--- config.mk ---
export PLATFORM = sky130hd
export DESIGN_NAME = vga_fb_arbiter_flat
export DESIGN_NICKNAME = d
export VERILOG_FILES = /design/src/rtl/vga_fb_arbiter_if.sv /design/src/rtl/vga_fb_arbiter.sv /design/src/flat_wrapper.sv
export SDC_FILE = /design/constraint.sdc
export NUM_CORES = 1
export LEC_CHECK = 0
export ABC_AREA = 1
export ABC_CLOCK_PERIOD_IN_PS = 3500
export CAP_MARGIN = 20
export CORE_MARGIN = 3
export CORE_UTILIZATION = 60
export CTS_CLUSTER_SIZE = 12
export DETAILED_ROUTE_END_ITERATION = 7
export PLACE_DENSITY = 0.86
export SYNTH_ARGS = -nofsm -noshare
export SYNTH_HDL_FRONTEND = slang
export SYNTH_SLANG_ARGS = --single-unit
--- constraint.sdc ---
create_clock -name clk -period 3.5 [get_ports clk]
set_input_delay 0.7 -clock clk [delete_from_list [all_inputs] [get_ports clk]]
set_output_delay 0.7 -clock clk [all_outputs]
set_load 0.005 [all_outputs]
--- src/rtl/vga_fb_arbiter_if.sv ---
// Bus bundle between the framebuffer arbiter and its neighbours: timing/pixel
// path, pixel-writer handshake and single-port RAM access.
interface vga_fb_arbiter_if #(
  parameter int ADDR_W = 19,
  parameter int DATA_W = 24
);
  logic              frame_start;
  logic              pix_req;
  logic              pix_valid;
  logic [DATA_W-1:0] pix_data;
  logic              underflow;
  logic              wr_valid;
  logic [ADDR_W-1:0] wr_addr;
  logic [DATA_W-1:0] wr_data;
  logic              wr_ready;
  logic              mem_en;
  logic              mem_we;
  logic [ADDR_W-1:0] mem_addr;
  logic [DATA_W-1:0] mem_wdata;
  logic [DATA_W-1:0] mem_rdata;

  modport slave (
    input  frame_start, pix_req, wr_valid, wr_addr, wr_data, mem_rdata,
    output pix_valid, pix_data, underflow, wr_ready,
           mem_en, mem_we, mem_addr, mem_wdata
  );

  modport master (
    output frame_start, pix_req, wr_valid, wr_addr, wr_data, mem_rdata,
    input  pix_valid, pix_data, underflow, wr_ready,
           mem_en, mem_we, mem_addr, mem_wdata
  );
endinterface

--- src/rtl/vga_fb_arbiter.sv ---
// Shares a single-port framebuffer between raster-order scanout prefetch
// (show-ahead FIFO) and a pixel writer granted the idle RAM slots.
module vga_fb_arbiter #(
  parameter int ADDR_W     = 19,
  parameter int DATA_W     = 24,
  parameter int FIFO_DEPTH = 8,
  parameter int H_ACTIVE   = 640,
  parameter int V_ACTIVE   = 480
) (
  input  logic            clk,
  input  logic            rst,
  vga_fb_arbiter_if.slave bus
);
  localparam int PTR_W = $clog2(FIFO_DEPTH);
  localparam int CNT_W = PTR_W + 1;
  localparam logic [ADDR_W-1:0] LAST_ADDR = ADDR_W'(H_ACTIVE * V_ACTIVE - 1);
  localparam logic [CNT_W-1:0]  FULL      = CNT_W'(FIFO_DEPTH);
  localparam logic [CNT_W-1:0]  HALF      = CNT_W'(FIFO_DEPTH / 2);

  typedef enum logic [1:0] {IDLE = 2'd0, PREFETCH = 2'd1, RUN = 2'd2, DONE = 2'd3} state_t;

  state_t            state_q, state_d;
  logic [ADDR_W-1:0] fetch_addr_q, fetch_addr_d;
  logic              inflight_q, inflight_d;
  logic [CNT_W-1:0]  count_q, count_d;
  logic [PTR_W-1:0]  rd_ptr_q, rd_ptr_d;
  logic [PTR_W-1:0]  wr_ptr_q, wr_ptr_d;
  logic              underflow_q, underflow_d;
  logic [DATA_W-1:0] fifo_q [FIFO_DEPTH];
  logic [DATA_W-1:0] fifo_d [FIFO_DEPTH];

  logic [CNT_W-1:0]  level_s;
  logic              eligible_s, fetch_sel_s, fetch_s, grant_s;
  logic              push_s, pop_s, empty_s;

  // Level counts the in-flight read so the FIFO can never overflow.
  assign level_s    = count_q + {{PTR_W{1'b0}}, inflight_q};
  assign eligible_s = (level_s < FULL);
  assign empty_s    = (count_q == {CNT_W{1'b0}});

  // RAM slot arbitration: one grant per cycle.
  always_comb begin
    fetch_sel_s = 1'b0;
    grant_s     = 1'b0;
    case (state_q)
      IDLE, DONE: grant_s = bus.wr_valid;
      PREFETCH:   fetch_sel_s = eligible_s;
      RUN: begin
        if (eligible_s && (level_s < HALF)) begin
          fetch_sel_s = 1'b1;
        end else if (bus.wr_valid) begin
          grant_s = 1'b1;
        end else begin
          fetch_sel_s = eligible_s;
        end
      end
      default: begin
        fetch_sel_s = 1'b0;
        grant_s     = 1'b0;
      end
    endcase
  end

  // A fetch in the restart cycle would belong to the old frame, so it is held off.
  assign fetch_s = fetch_sel_s & ~bus.frame_start;
  assign push_s  = inflight_q & ~bus.frame_start;
  assign pop_s   = bus.pix_req & ~empty_s & ~bus.frame_start;

  assign bus.wr_ready  = grant_s;
  assign bus.mem_en    = fetch_s | grant_s;
  assign bus.mem_we    = grant_s;
  assign bus.mem_addr  = grant_s ? bus.wr_addr : fetch_addr_q;
  assign bus.mem_wdata = grant_s ? bus.wr_data : {DATA_W{1'b0}};
  assign bus.pix_valid = ~empty_s;
  assign bus.pix_data  = empty_s ? {DATA_W{1'b0}} : fifo_q[rd_ptr_q];
  assign bus.underflow = underflow_q;

  // Next state, fetch address and FIFO bookkeeping.
  always_comb begin
    state_d      = state_q;
    fetch_addr_d = fetch_addr_q;
    inflight_d   = fetch_s;
    count_d      = count_q;
    rd_ptr_d     = rd_ptr_q;
    wr_ptr_d     = wr_ptr_q;
    underflow_d  = underflow_q;
    for (int i = 0; i < FIFO_DEPTH; i++) begin
      fifo_d[i] = (push_s && (wr_ptr_q == PTR_W'(i))) ? bus.mem_rdata : fifo_q[i];
    end

    if (bus.frame_start) begin
      state_d      = PREFETCH;
      fetch_addr_d = {ADDR_W{1'b0}};
    end else if (fetch_s && (fetch_addr_q == LAST_ADDR)) begin
      state_d      = DONE;
      fetch_addr_d = fetch_addr_q;
    end else begin
      fetch_addr_d = fetch_s ? fetch_addr_q + 1'b1 : fetch_addr_q;
      state_d      = ((state_q == PREFETCH) && (count_q == FULL)) ? RUN : state_q;
    end

    if (bus.frame_start) begin
      count_d     = {CNT_W{1'b0}};
      rd_ptr_d    = {PTR_W{1'b0}};
      wr_ptr_d    = {PTR_W{1'b0}};
      underflow_d = 1'b0;
    end else begin
      case ({push_s, pop_s})
        2'b10:   count_d = count_q + 1'b1;
        2'b01:   count_d = count_q - 1'b1;
        default: count_d = count_q;
      endcase
      rd_ptr_d    = pop_s  ? rd_ptr_q + 1'b1 : rd_ptr_q;
      wr_ptr_d    = push_s ? wr_ptr_q + 1'b1 : wr_ptr_q;
      underflow_d = (bus.pix_req && empty_s) ? 1'b1 : underflow_q;
    end
  end

  // State and datapath registers.
  always_ff @(posedge clk or negedge rst) begin
    if (!rst) begin
      state_q      <= IDLE;
      fetch_addr_q <= {ADDR_W{1'b0}};
      inflight_q   <= 1'b0;
      count_q      <= {CNT_W{1'b0}};
      rd_ptr_q     <= {PTR_W{1'b0}};
      wr_ptr_q     <= {PTR_W{1'b0}};
      underflow_q  <= 1'b0;
      for (int i = 0; i < FIFO_DEPTH; i++) begin
        fifo_q[i] <= {DATA_W{1'b0}};
      end
    end else begin
      state_q      <= state_d;
      fetch_addr_q <= fetch_addr_d;
      inflight_q   <= inflight_d;
      count_q      <= count_d;
      rd_ptr_q     <= rd_ptr_d;
      wr_ptr_q     <= wr_ptr_d;
      underflow_q  <= underflow_d;
      fifo_q       <= fifo_d;
    end
  end
endmodule

--- src/flat_wrapper.sv ---
// flat-port wrapper written by rule: the top's interface ports become plain ports
module vga_fb_arbiter_flat 
#(
  parameter int ADDR_W     = 19,
  parameter int DATA_W     = 24,
  parameter int FIFO_DEPTH = 8,
  parameter int H_ACTIVE   = 640,
  parameter int V_ACTIVE   = 480
)
  (clk, rst, bus_frame_start, bus_pix_req, bus_wr_valid, bus_wr_addr, bus_wr_data, bus_mem_rdata, bus_pix_valid, bus_pix_data, bus_underflow, bus_wr_ready, bus_mem_en, bus_mem_we, bus_mem_addr, bus_mem_wdata);
  vga_fb_arbiter_if #(.ADDR_W(ADDR_W), .DATA_W(DATA_W)) bus_i ();
  input  logic clk;
  input  logic rst;
  input wire logic [$bits(bus_i.frame_start)-1:0] bus_frame_start;
  input wire logic [$bits(bus_i.pix_req)-1:0] bus_pix_req;
  input wire logic [$bits(bus_i.wr_valid)-1:0] bus_wr_valid;
  input wire logic [$bits(bus_i.wr_addr)-1:0] bus_wr_addr;
  input wire logic [$bits(bus_i.wr_data)-1:0] bus_wr_data;
  input wire logic [$bits(bus_i.mem_rdata)-1:0] bus_mem_rdata;
  output wire logic [$bits(bus_i.pix_valid)-1:0] bus_pix_valid;
  output wire logic [$bits(bus_i.pix_data)-1:0] bus_pix_data;
  output wire logic [$bits(bus_i.underflow)-1:0] bus_underflow;
  output wire logic [$bits(bus_i.wr_ready)-1:0] bus_wr_ready;
  output wire logic [$bits(bus_i.mem_en)-1:0] bus_mem_en;
  output wire logic [$bits(bus_i.mem_we)-1:0] bus_mem_we;
  output wire logic [$bits(bus_i.mem_addr)-1:0] bus_mem_addr;
  output wire logic [$bits(bus_i.mem_wdata)-1:0] bus_mem_wdata;
  assign bus_i.frame_start = bus_frame_start;
  assign bus_i.pix_req = bus_pix_req;
  assign bus_i.wr_valid = bus_wr_valid;
  assign bus_i.wr_addr = bus_wr_addr;
  assign bus_i.wr_data = bus_wr_data;
  assign bus_i.mem_rdata = bus_mem_rdata;
  assign bus_pix_valid = bus_i.pix_valid;
  assign bus_pix_data = bus_i.pix_data;
  assign bus_underflow = bus_i.underflow;
  assign bus_wr_ready = bus_i.wr_ready;
  assign bus_mem_en = bus_i.mem_en;
  assign bus_mem_we = bus_i.mem_we;
  assign bus_mem_addr = bus_i.mem_addr;
  assign bus_mem_wdata = bus_i.mem_wdata;
  vga_fb_arbiter #(.ADDR_W(ADDR_W), .DATA_W(DATA_W), .FIFO_DEPTH(FIFO_DEPTH), .H_ACTIVE(H_ACTIVE), .V_ACTIVE(V_ACTIVE)) u_core (.clk(clk), .rst(rst), .bus(bus_i));
endmodule
==> After elaboration in Yosys (flattened, before gate mapping) <==
Index checks and enable logic that the tools add are counted.
{ "word_totals": {"out_inout_bits": 72, "regBits": 225} }
{ "classes": {"eq_ne": 15, "muxes": 26, "n_lt_le_gt_ge": 3, "reduce_logical": 23, "n_addsub": 6, "n_bitwise": 8} }
{ "op_table": {"columns": ["operator", "count"], "rows": [
  ["$mux W24", 4],
  ["$mux W19", 4],
  ["$bmux W24 S3", 1],
  ["$add A19 B1 Y19 const B", 1],
  ["$eq A19 B19 Y1 const B", 1],
  ["$eq A3 B3 Y1 const B", 4],
  ["$logic_and A1 B1 Y1", 12],
  ["$mux W3", 4],
  ["$pmux W4 S2", 1],
  ["$reduce_bool A2 Y1", 4],
  ["$add A3 B1 Y3 const B", 2],
  ["$eq A2 B2 Y1 const B", 3],
  ["$eq A3 B2 Y1 const B", 2],
  ["$mux W1", 6],
  ["$mux W2", 3],
  ["$reduce_bool A3 Y1", 2],
  ["$add A4 B1 Y4", 1],
  ["$add A4 B1 Y4 const B", 1],
  ["$and A1 B1 Y1", 4],
  ["$eq A2 B1 Y1 const B", 2],
  ["$eq A4 B4 Y1 const B", 1],
  ["$ge A4 B4 Y1 const B", 1],
  ["$logic_not A4 Y1", 1],
  ["$lt A4 B3 Y1 const B", 1],
  ["other kinds (13)", 15]
]} }

==> Longest topological paths before layout <==
{ "depth": {"depth_word": 9, "mapped_depth": 14, "mapped_depth_nobuf": 14} }

==> Least setup slack after synthesis <==
No wires, ideal clock.
{ "synth_timing": {"path_kind": "input-to-output", "from": "input port bus_frame_start", "to": "output port bus_mem_en", "setup_slack_ns": 1.328, "arrival_time_ns": 1.472, "path_stages": 5, "cell_sequence": "buf_2 -> clkinv_1 -> clkbuf_1 -> nand3_1 -> nand2_1"} }
{ "synth_between": {"elab_chain_len": 3} }
{ "synth_lines": {"columns": ["item", "line", "rtl"], "rows": [
  ["from (decl)", "flat_wrapper.sv:14", "input wire logic [$bits(bus_i.frame_start)-1:0] bus_frame_start;"],
  ["$not A1 Y1", "vga_fb_arbiter.sv:65", "assign fetch_s = fetch_sel_s & ~bus.frame_start;"],
  ["$and A1 B1 Y1", "vga_fb_arbiter.sv:65", null],
  ["$or A1 B1 Y1", "vga_fb_arbiter.sv:70", "assign bus.mem_en = fetch_s | grant_s;"],
  ["to (decl)", "flat_wrapper.sv:24", "output wire logic [$bits(bus_i.mem_en)-1:0] bus_mem_en;"]
]} }
Every way passes these cells.

==> Final worst setup path <==
{ "layout_timing": {"from": "register u_core.rd_ptr_q[0]", "to": "output port bus_pix_data[22]"} }
{ "layout_between": {"elab_chain_len": 5} }
{ "layout_lines": {"columns": ["item", "line", "rtl"], "rows": [
  ["from (decl)", "vga_fb_arbiter.sv:26", "logic [PTR_W-1:0] rd_ptr_q, rd_ptr_d;"],
  ["from (signal assigned)", "vga_fb_arbiter.sv:126", "rd_ptr_q <= {PTR_W{1'b0}};"],
  ["from (signal assigned)", "vga_fb_arbiter.sv:137", "rd_ptr_q <= rd_ptr_d;"],
  ["$not A3 Y4 (implied by the code)", "vga_fb_arbiter.sv:75", "assign bus.pix_data = empty_s ? {DATA_W{1'b0}} : fifo_q[rd_ptr_q];"],
  ["$bmux W24 S3", "vga_fb_arbiter.sv:75", null],
  ["$mux W24 (implied by the code) (2 in series)", "vga_fb_arbiter.sv:75", null],
  ["$mux W24", "vga_fb_arbiter.sv:75", null],
  ["to (decl)", "flat_wrapper.sv:21", "output wire logic [$bits(bus_i.pix_data)-1:0] bus_pix_data;"]
]} }
Every way passes these cells. The select of a mux whose other input is x is not followed.

==> flow_metrics.env <==
export IMPL_syn_nets=1562
export IMPL_slowest_stage="clkdlybuf4s50_1"
export IMPL_fillers=1373
export IMPL_critPathArrivalTime_ns=2.70
export IMPL_ctsHtreeMaxLevel=1
export IMPL_asyncSetResetFlopFracSynth=1.000
export IMPL_crit_path_frequent_cell="o21ai_0"
export IMPL_ctsHoldBuffers=0
export IMPL_syn2layout_area_growth_pct=19.64
export IMPL_crit_path_start_kind="flop"
export IMPL_synth_cell_types=31
export IMPL_gp_congestion=0.9609
export IMPL_placed_cells=1787
export IMPL_endpoint_kind="primary output"
export IMPL_antenna_cells=0
export IMPL_syn_inst=1477
export IMPL_cts_sinks=225
export IMPL_ys_flop_type="dfrtp_1"
export IMPL_ant_nets=0
export IMPL_cts_tree="done"
export IMPL_slew_limit_headroom=0.4657
export IMPL_cts_made_buffers=23
export IMPL_grt_pass1_wl_um=48310
export IMPL_fmax_mhz=294.2
export IMPL_worstPathMaxFanout=97
export IMPL_post_drt_wl_per_cell_um=16.01
export IMPL_drive_gt1_frac=0.04774
export IMPL_overflow=0
export IMPL_syn_avg_cell_area_um2=7.616
export IMPL_clock_path_buffers=3
export IMPL_viasPerCell=5.742
export IMPL_antenna_found_initial=0
export IMPL_initialDrtViolationCount=990
export IMPL_slowest_delay_ns=0.54
export IMPL_finalCriticalPeriod_ns=3.399
export IMPL_rsz0062_at_grt="no"
export IMPL_ys_seq_elements=225
export IMPL_min_path_type="input pin to asynchronous set/reset pin"
export IMPL_drc=0
export IMPL_hpwl_um=17980
export IMPL_initial_core_util=0.6177
export IMPL_cts_reportedPaths_clkPinSlew_ns=0.06
export IMPL_grt_max_degree=105
export IMPL_fp_coreArea_um2=18210
export IMPL_ios=144
export IMPL_final_common_cell="nand2_1"
export IMPL_startpoint="u_core.rd_ptr_q[0]"
export IMPL_routed_wl_um=29150
export IMPL_grt_pass1_vias=9975
export IMPL_ys_seq_area_frac=0.5006
export IMPL_die_area_um2=20430
export IMPL_port_buffer_count=143
export IMPL_maxCapViolCount=0
export IMPL_firstDrtPassIters=5
export IMPL_maxSlewViolCount=0
export IMPL_finClkSkew_ns=0.005648
export IMPL_timing_final_crit_share=0.9710
export IMPL_tns_ns=0
export IMPL_tightestPinTransition_ns=0.8014
export IMPL_synth_area_um2=11250
export IMPL_worst_setup_path_type="flop to primary output"
export IMPL_grt_usage=0.2840
export IMPL_clock_latency_ns=0.49
export IMPL_status="finished, final reports clean"
export IMPL_cp_required_ns=2.80
export IMPL_peakVddDrop_v=0.0005349
export IMPL_final_hold_violation_count=0
export IMPL_instances_no_fill=1821
export IMPL_ys_warn_count=0
export IMPL_rows=49
export IMPL_r2r_start="u_core.fetch_addr_q[0]"
export IMPL_die_x_um=142.9
export IMPL_synth_edff_count=0
export IMPL_p_per_area_nw_per_um2=702.3
export IMPL_clockRootBuffer="clkbuf_16"
export IMPL_path_cells="buf_16 -> o21ai_0 -> o21ai_0 -> o21ai_0 -> a31oi_1 -> clkdlybuf4s50_1"
export IMPL_num_vias=10460
export IMPL_fin_nets=1668
export IMPL_final_cell_mix="343 x nand2_1, 340 x o21ai_0, 247 x nor2_1"
export IMPL_setup_viol=0
export IMPL_p_leak_nw=6.235
export IMPL_die_y_um=142.9
[per-layer routing]
layer  up-vias  wire length, µm  GRT usage
met5         -                0   0.002392
met3        71             1955    0.04320
met4         0              666    0.08354
met1      4978            12340     0.3953
met2       432            14190     0.4666
li1       4976                -          -
[where the power goes]
group	total (mW)	switching, mW	internal (mW)
Sequential	3.63	0.388	3.24
Clock	2.15	0.934	1.22
Combinational	3.67	2.15	1.52
[final cells by class]
| type | count | area [µm²] | share of cell area |
|---|---|---|---|
| Inverter | 92 | 349.1 | 0.02594 |
| Clock inverter | 2 | 10.01 | 0.0007438 |
| Multi-Input combinational cell | 1065 | 4806 | 0.3571 |
| Sequential cell | 225 | 5633 | 0.4186 |
| Tap cell | 229 | 286.5 | 0.02129 |
| Timing Repair Buffer | 176 | 1754 | 0.1303 |
| Clock buffer | 32 | 619.3 | 0.04602 |
[worst paths after layout]
| check | end | slack (ns) | depth (start not counted) |
|---|---|---|---|
| min in group clk | u_core.fifo_q[102] | 0.48 | 2 |
| hold / removal | u_core.fifo_q[8] | 0.26 | 1 |
| setup / recovery | bus_pix_data[22] | 0.10 | 6 |
| max in group asynchronous | u_core.fifo_q[92] | 2.36 | 2 |
| hold reg to reg | u_core.fifo_q[102] | 0.48 | 2 |
| setup reg to reg | u_core.fetch_addr_q[12] | 1.33 | 10 |
[state kept, by name, summed over array words and instances, names as in the netlist]
register	count
u_core.fifo_q	192
u_core.fetch_addr_q	19
u_core.count_q	4
u_core.rd_ptr_q	3
u_core.wr_ptr_q	3
u_core.state_q	2
u_core.bus.underflow	1
u_core.inflight_q	1
[synth_stat cells, types with 2 or more instances]
cell type / number / share of area
nand4_1: 6 / 0.0033
nand2_1: 343 / 0.11
clkinv_1: 2 / 0.00067
clkbuf_1: 43 / 0.014
ha_1: 13 / 0.014
nor2_2: 4 / 0.0022
buf_1: 4 / 0.0013
inv_2: 3 / 0.0010
nor2_1: 247 / 0.082
o21ai_1: 17 / 0.0076
nand3_1: 45 / 0.020
nand2_2: 2 / 0.0011
buf_4: 5 / 0.0033
o21ai_0: 340 / 0.15
a31oi_1: 24 / 0.013
a21oi_1: 3 / 0.0013
buf_2: 36 / 0.016
dfrtp_1: 225 / 0.50
nor3_1: 4 / 0.0018
xor2_1: 8 / 0.0062
inv_1: 87 / 0.029
nor3b_1: 2 / 0.0013
buf_6: 6 / 0.0060
[critical path, delay by kind of cell (launching register included)]
kind / cells / cell delay [ns]
buffers and inverters: 2 / 0.88
DFF: 1 / 0.41
AOI/OAI and AO/OA: 4 / 0.82
[what timing repair did]
item,CTS,global route
endpoints found under the hold margin,0,0
setup endpoints to repair,0,12
resized for setup,0,4
setup buffers,0,0
[cell families (layout without fill, tap and decap cells)]
logic type,count (synthesis),count (layout),synth area share
buffers and inverters,187,302,0.07219
and+or+nand+nor,658,658,0.2317
DFF,225,225,0.5006
xor gates and xnor gates,8,8,0.006229
adders and majority gates,13,13,0.01446
AOI/OAI and AO/OA,386,386,0.1749
[stage by stage]
stage	power, mW	hold slack (ns)	utilization	setup WS, ns	instance area [µm²]
finish	9.452	0.2638	0.7391	0.1014	13460
global route	10.12	0.3319	0.7391	0.005089	13460
CTS	9.451	0.2924	0.7385	0.07443	13450
detailed placement	7.252	0.4674	0.7039	0.2077	12820
global placement	7.127	0.4600	0.7039	0.2887	12820
floorplan	5.903	0.4044	-	1.328	11250
Power figures use the tool's default switching activity.
